File: src/rtl/accel_pkg.sv
// Shared types and defaults for the accelerator job arbiter.
package accel_pkg;

  typedef enum logic [1:0] {
    ST_IDLE  = 2'd0,
    ST_START = 2'd1,
    ST_RUN   = 2'd2,
    ST_DONE  = 2'd3
  } arb_state_t;

  localparam int unsigned TIMEOUT_DEFAULT = 1024;

endpackage

File: src/rtl/rr_pick.sv
// Combinational round-robin picker: first set request strictly after i_last, with wrap.
module rr_pick #(
  parameter  int NREQ = 2,
  localparam int IW   = $clog2(NREQ)
) (
  input  logic [NREQ-1:0] i_req,
  input  logic [IW-1:0]   i_last,
  output logic [NREQ-1:0] o_win,
  output logic [IW-1:0]   o_idx,
  output logic            o_any
);

  assign o_any = |i_req;

  // Walk from lowest to highest priority so the nearest candidate is written last.
  always_comb begin
    o_win = '0;
    o_idx = '0;
    for (int k = NREQ; k >= 1; k--) begin
      if (i_req[(int'(i_last) + k) % NREQ]) begin
        o_win = '0;
        o_win[(int'(i_last) + k) % NREQ] = 1'b1;
        o_idx = IW'((int'(i_last) + k) % NREQ);
      end
    end
  end

endmodule

File: src/rtl/accel_job_arbiter.sv
// Round-robin arbiter/sequencer sharing one accelerator between NREQ requesters.
// state | meaning
// IDLE  | waiting for any request; arbitrates and registers the grant
// START | one-cycle start pulse to the accelerator; watchdog cleared
// RUN   | waiting for a fresh done (after one low sample) or the watchdog
// DONE  | completion pulse + error to the granted requester
module accel_job_arbiter
  import accel_pkg::*;
#(
  parameter  int NREQ    = 2,
  parameter  int TIMEOUT = TIMEOUT_DEFAULT,
  parameter  int CNTW    = 16,
  localparam int SW      = $clog2(NREQ),
  localparam int CW      = $clog2(TIMEOUT)
) (
  input  logic            i_clk,
  input  logic            i_rst_n,
  input  logic [NREQ-1:0] i_req,
  output logic [NREQ-1:0] o_gnt,
  output logic [SW-1:0]   o_acc_sel,
  output logic            o_start_req,
  input  logic            i_acc_done,
  output logic [NREQ-1:0] o_cmplt,
  output logic            o_err,
  output logic            o_busy,
  output logic [CNTW-1:0] o_jobs_done
);

  arb_state_t      r_state, w_state_d;
  logic [NREQ-1:0] r_gnt, r_cmplt;
  logic [SW-1:0]   r_sel, r_last;
  logic            r_start, r_err, r_busy, r_armed;
  logic [CNTW-1:0] r_jobs;
  logic [CW-1:0]   r_wdog;
  logic [NREQ-1:0] w_win;
  logic [SW-1:0]   w_idx;
  logic            w_any, w_tmo;

  rr_pick #(.NREQ(NREQ)) u_pick (
    .i_req  (i_req),
    .i_last (r_last),
    .o_win  (w_win),
    .o_idx  (w_idx),
    .o_any  (w_any)
  );

  always_comb begin
    w_state_d = r_state;
    w_tmo     = 1'b0;
    case (r_state)
      ST_IDLE:  if (w_any) w_state_d = ST_START;
      ST_START: w_state_d = ST_RUN;
      ST_RUN: begin
        // A done seen together with the watchdog expiry still counts as success.
        if (r_armed && i_acc_done) begin
          w_state_d = ST_DONE;
        end else if (r_wdog == CW'(TIMEOUT - 1)) begin
          w_state_d = ST_DONE;
          w_tmo     = 1'b1;
        end
      end
      ST_DONE:  w_state_d = ST_IDLE;
      default:  w_state_d = ST_IDLE;
    endcase
  end

  always_ff @(posedge i_clk or negedge i_rst_n) begin
    if (!i_rst_n) begin
      r_state <= ST_IDLE;
      r_gnt   <= '0;
      r_sel   <= '0;
      r_last  <= SW'(NREQ - 1);
      r_start <= 1'b0;
      r_cmplt <= '0;
      r_err   <= 1'b0;
      r_busy  <= 1'b0;
      r_jobs  <= '0;
      r_wdog  <= '0;
      r_armed <= 1'b0;
    end else begin
      r_state <= w_state_d;
      r_start <= (r_state == ST_IDLE) && w_any;
      r_busy  <= (w_state_d != ST_IDLE);
      r_cmplt <= '0;
      r_err   <= 1'b0;
      case (r_state)
        ST_IDLE: begin
          if (w_any) begin
            r_gnt <= w_win;
            r_sel <= w_idx;
          end
        end
        ST_START: begin
          r_wdog  <= '0;
          r_armed <= 1'b0;
        end
        ST_RUN: begin
          r_wdog <= r_wdog + CW'(1);
          if (!i_acc_done) r_armed <= 1'b1;
          if (w_state_d == ST_DONE) begin
            r_cmplt <= r_gnt;
            r_err   <= w_tmo;
          end
        end
        ST_DONE: begin
          r_last <= r_sel;
          r_gnt  <= '0;
          if (!r_err) r_jobs <= r_jobs + CNTW'(1);
        end
        default: ;
      endcase
    end
  end

  assign o_gnt       = r_gnt;
  assign o_acc_sel   = r_sel;
  assign o_start_req = r_start;
  assign o_cmplt     = r_cmplt;
  assign o_err       = r_err;
  assign o_busy      = r_busy;
  assign o_jobs_done = r_jobs;

endmodule
File: config.mk
export PLATFORM = sky130hd
export DESIGN_NAME = accel_job_arbiter
export DESIGN_NICKNAME = d
export VERILOG_FILES = /design/src/rtl/accel_pkg.sv /design/src/rtl/rr_pick.sv /design/src/rtl/accel_job_arbiter.sv
export SDC_FILE = /design/constraint.sdc
export NUM_CORES = 1
export LEC_CHECK = 0
export BUFFER_PORTS_ARGS = -buffer_cell sky130_fd_sc_hd__buf_2
export CAP_MARGIN = 10
export CORE_AREA = 10 10 71 73
export CTS_CLUSTER_SIZE = 25
export DETAILED_ROUTE_END_ITERATION = 16
export DIE_AREA = 0 0 81 83
export PLACE_DENSITY = 0.72
export SLEW_MARGIN = 5
export SYNTH_ARGS = -nofsm -noshare
export SYNTH_HDL_FRONTEND = slang
export SYNTH_SLANG_ARGS = --single-unit
File: constraint.sdc
create_clock -name i_clk -period 1.7 [get_ports i_clk]
set_input_delay 0.085 -clock i_clk [delete_from_list [all_inputs] [get_ports i_clk]]
set_output_delay 0.085 -clock i_clk [all_outputs]
set_load 0.05 [all_outputs]
==> flow_summary.yaml <==
timing:
  setup_viol: 0
  period_needed_ps: 1633
  timing.final.crit_share: 0.9603
  whs_ps: 104.6
  rsz0062_at_grt: "true"
  fmax_ghz: 0.6125
  fin_skew_ps: 6.393
  drv_slew: 0
  finalHoldViolCount: 0
  tightest_slew_ps: 422.6
  worst_slack_ps: 67.43
  slew-limit-headroom: 0.7182
setup_path:
  critPathKind: "reg -> reg"
  crit_family: "simple AND/OR/NAND/NOR gates"
  cp-start-kind: "flip-flop"
  path_cells: "inv_1 -> ha_2 -> nand2_1 -> or4_1 -> a21oi_1"
  cp_max_fo: 7
  worstPathArrival_ps: 1850
  worst_setup_path_end_kind: "flip-flop"
  required_ps: 1910
  slowest_delay_ps: 410
  path_buf_inv: 1
  cpMaxStageDelayCell: "dfrtp_1"
floorplan:
  start_util: 0.4824
  fp-row-count: 22
  die_y_um: 83
  fp.dieArea_um2: 6723
  core_area_um2: 3633
  die_x_um: 81
  io-pin-count: 29
grt:
  overflow: 0
  grt_max_degree: 23
  antenna_found_initial: 0
  grt_pass1_vias: 1411
  grt_pass1_wl_um: 6354
  grt_use_total: 0.1145
route:
  first_pass_iters: 4
  detail-route-antenna-nets: 0
  drc_errors: 0
  dr.first_iter.drc_count: 76
  vias: 1329
  route.detailed.wl_per_inst_um: 14.81
  routed_wl_um: 3717
  avgViaCountPerCell: 5.295
yosys:
  synth-seq-area-share: 0.5432
  synth.avg_cell_area_um2: 10.89
  syn_area_um2: 1753
  synth_edf_count: 0
  yosysWarnings: 0
  ys_seq_elements: 38
  async_flop_share: 1.000
  ys_types: 38
  yosys_most_used_dff: "dfrtp_1"
  syn_inst: 161
  syn_nets: 172
pwr:
  p_total_w: 0.003478
  cellPowerDensity_nw_per_um2: 1614
  ir_worst_vdd_v: 0.0007644
  p_leak_nw: 1.083
placement:
  place_congestion: 0.8110
  dp_hpwl_um: 2784
  place.port_buffers: 28
  dpl_worst_slack_ps: 69.83
status:
  status: "finished, final reports clean"
min_path:
  hold_path_class: "in -> reg"
final_layout:
  diodes: 0
  mostFrequentLayoutCell: "dfrtp_1"
  syn_to_final_growth_pct: 22.91
  final_cell_mix: "dfrtp_1 (35), buf_2 (28), nand2_1 (14)"
  final_net_count: 213
  layout-drive-gt1-share: 0.2857
clock_tree:
  cts_htree_levels: 2
  cts_tree: "done"
  insertion_delay_ps: 290
  clk_root_buffer_cell: "clkbuf_8"
  cts_buffers: 5
  path_clk_slew_ps: 70
  clockBufferDepth: 2
  clkSinkCount: 38
run:
  max-cap-violations: 0
## per-stage QoR
stage	util	TNS, ps	cell area [µm²]	cells
2_1_floorplan	-	0	1755	161
3_3_place_gp	0.5510	0	2002	241
3_5_place_dp	0.5510	0	2002	241
4_1_cts	0.5840	0	2122	250
5_1_grt	0.5930	-16.23	2155	251
6_report	0.5930	0	2155	251
## power by group
group / switching (W) / leakage [nW] / internal [W] / total, W
Sequential: 0.000176 / 0.499 / 0.00110 / 0.00128
Clock: 0.000309 / 0.0575 / 0.000410 / 0.000719
Combinational: 0.000966 / 0.527 / 0.000515 / 0.00148
## flip-flops by register name, indices dropped and copies added (netlist names)
name / flops
r_last: 1
o_busy: 1
o_gnt: 2
r_wdog: 10
o_err: 1
r_state: 2
o_start_req: 1
r_armed: 1
o_acc_sel: 1
o_jobs_done: 16
o_cmplt: 2
## area by class of cell
| cell class | count | area, µm² |
|---|---|---|
| Timing Repair Buffer | 36 | 215.2 |
| Tap cell | 48 | 60.06 |
| Clock buffer | 8 | 110.1 |
| Inverter | 9 | 33.78 |
| Multi-Input combinational cell | 112 | 780.7 |
| Fill cell | 319 | 1479 |
| Sequential cell | 38 | 954.7 |
## synth_stat cells (all sizes together), types with 2 or more instances
cell type   n  area share
mux2        2       0.013
nor2b       2      0.0071
a22o        2       0.010
ha          6       0.043
a21oi       5       0.014
and4        4       0.021
nor3        4       0.011
xor2        8       0.040
nand3       9       0.026
nor2       11       0.024
xnor2      11       0.055
dfrtp      37        0.53
nand4       4       0.014
inv         9       0.019
o31ai       2      0.0086
o21ai       5       0.014
mux2i       2       0.011
nand2      15       0.034
nand2b      2      0.0071
and3        5       0.018
## worst min-delay path: cells and delay by family
family | cells | cell delay, ps
simple gates | 2 | 150
buf+inv | 1 | 120
## logic make-up (layout without fill, tap and decap cells)
logic type | count (synthesis) | in the layout | share of synthesized area
xor+xnor | 19 | 19 | 0.09493
compound gates | 20 | 20 | 0.07495
mux | 4 | 4 | 0.02427
flops | 38 | 38 | 0.5432
buf+inv | 11 | 53 | 0.02569
fa+ha+maj | 6 | 6 | 0.04283
simple gates | 63 | 63 | 0.1942
## layer usage
layer / global-route usage / wire length [µm] / part of all wire / up-vias
met5: 0 / 0 / 0 / -
met4: 0.04069 / 46 / 0.012 / 0
met3: 0.03125 / 225 / 0.061 / 8
met2: 0.2032 / 1922 / 0.52 / 30
met1: 0.1242 / 1523 / 0.41 / 643
li1: - / - / - / 648
## what timing repair did
| action | in CTS | in global routing |
|---|---|---|
| resized for setup | 0 | 6 |
| hold buffers | 1 | 0 |
| endpoints found under the setup margin | 0 | 10 |
| hold endpoints to repair | 15 | 0 |
| buffers inserted | 0 | 1 |
## worst paths after layout
| kind | startpoint | end | slack (ps) | cells past startpoint |
|---|---|---|---|---|
| max | r_state[0] | r_wdog[9] | 70 | 5 |
| min | i_req[0] | o_start_req | 100 | 3 |
| max reg2reg | r_state[0] | r_wdog[9] | 70 | 5 |
| min reg2reg | o_jobs_done[15] | o_jobs_done[15] | 470 | 1 |
| max in group asynchronous | i_rst_n | o_jobs_done[3] | 980 | 3 |
| min in group asynchronous | i_rst_n | o_jobs_done[1] | 260 | 2 |
Note: power is estimated with default switching activity, not from simulation.
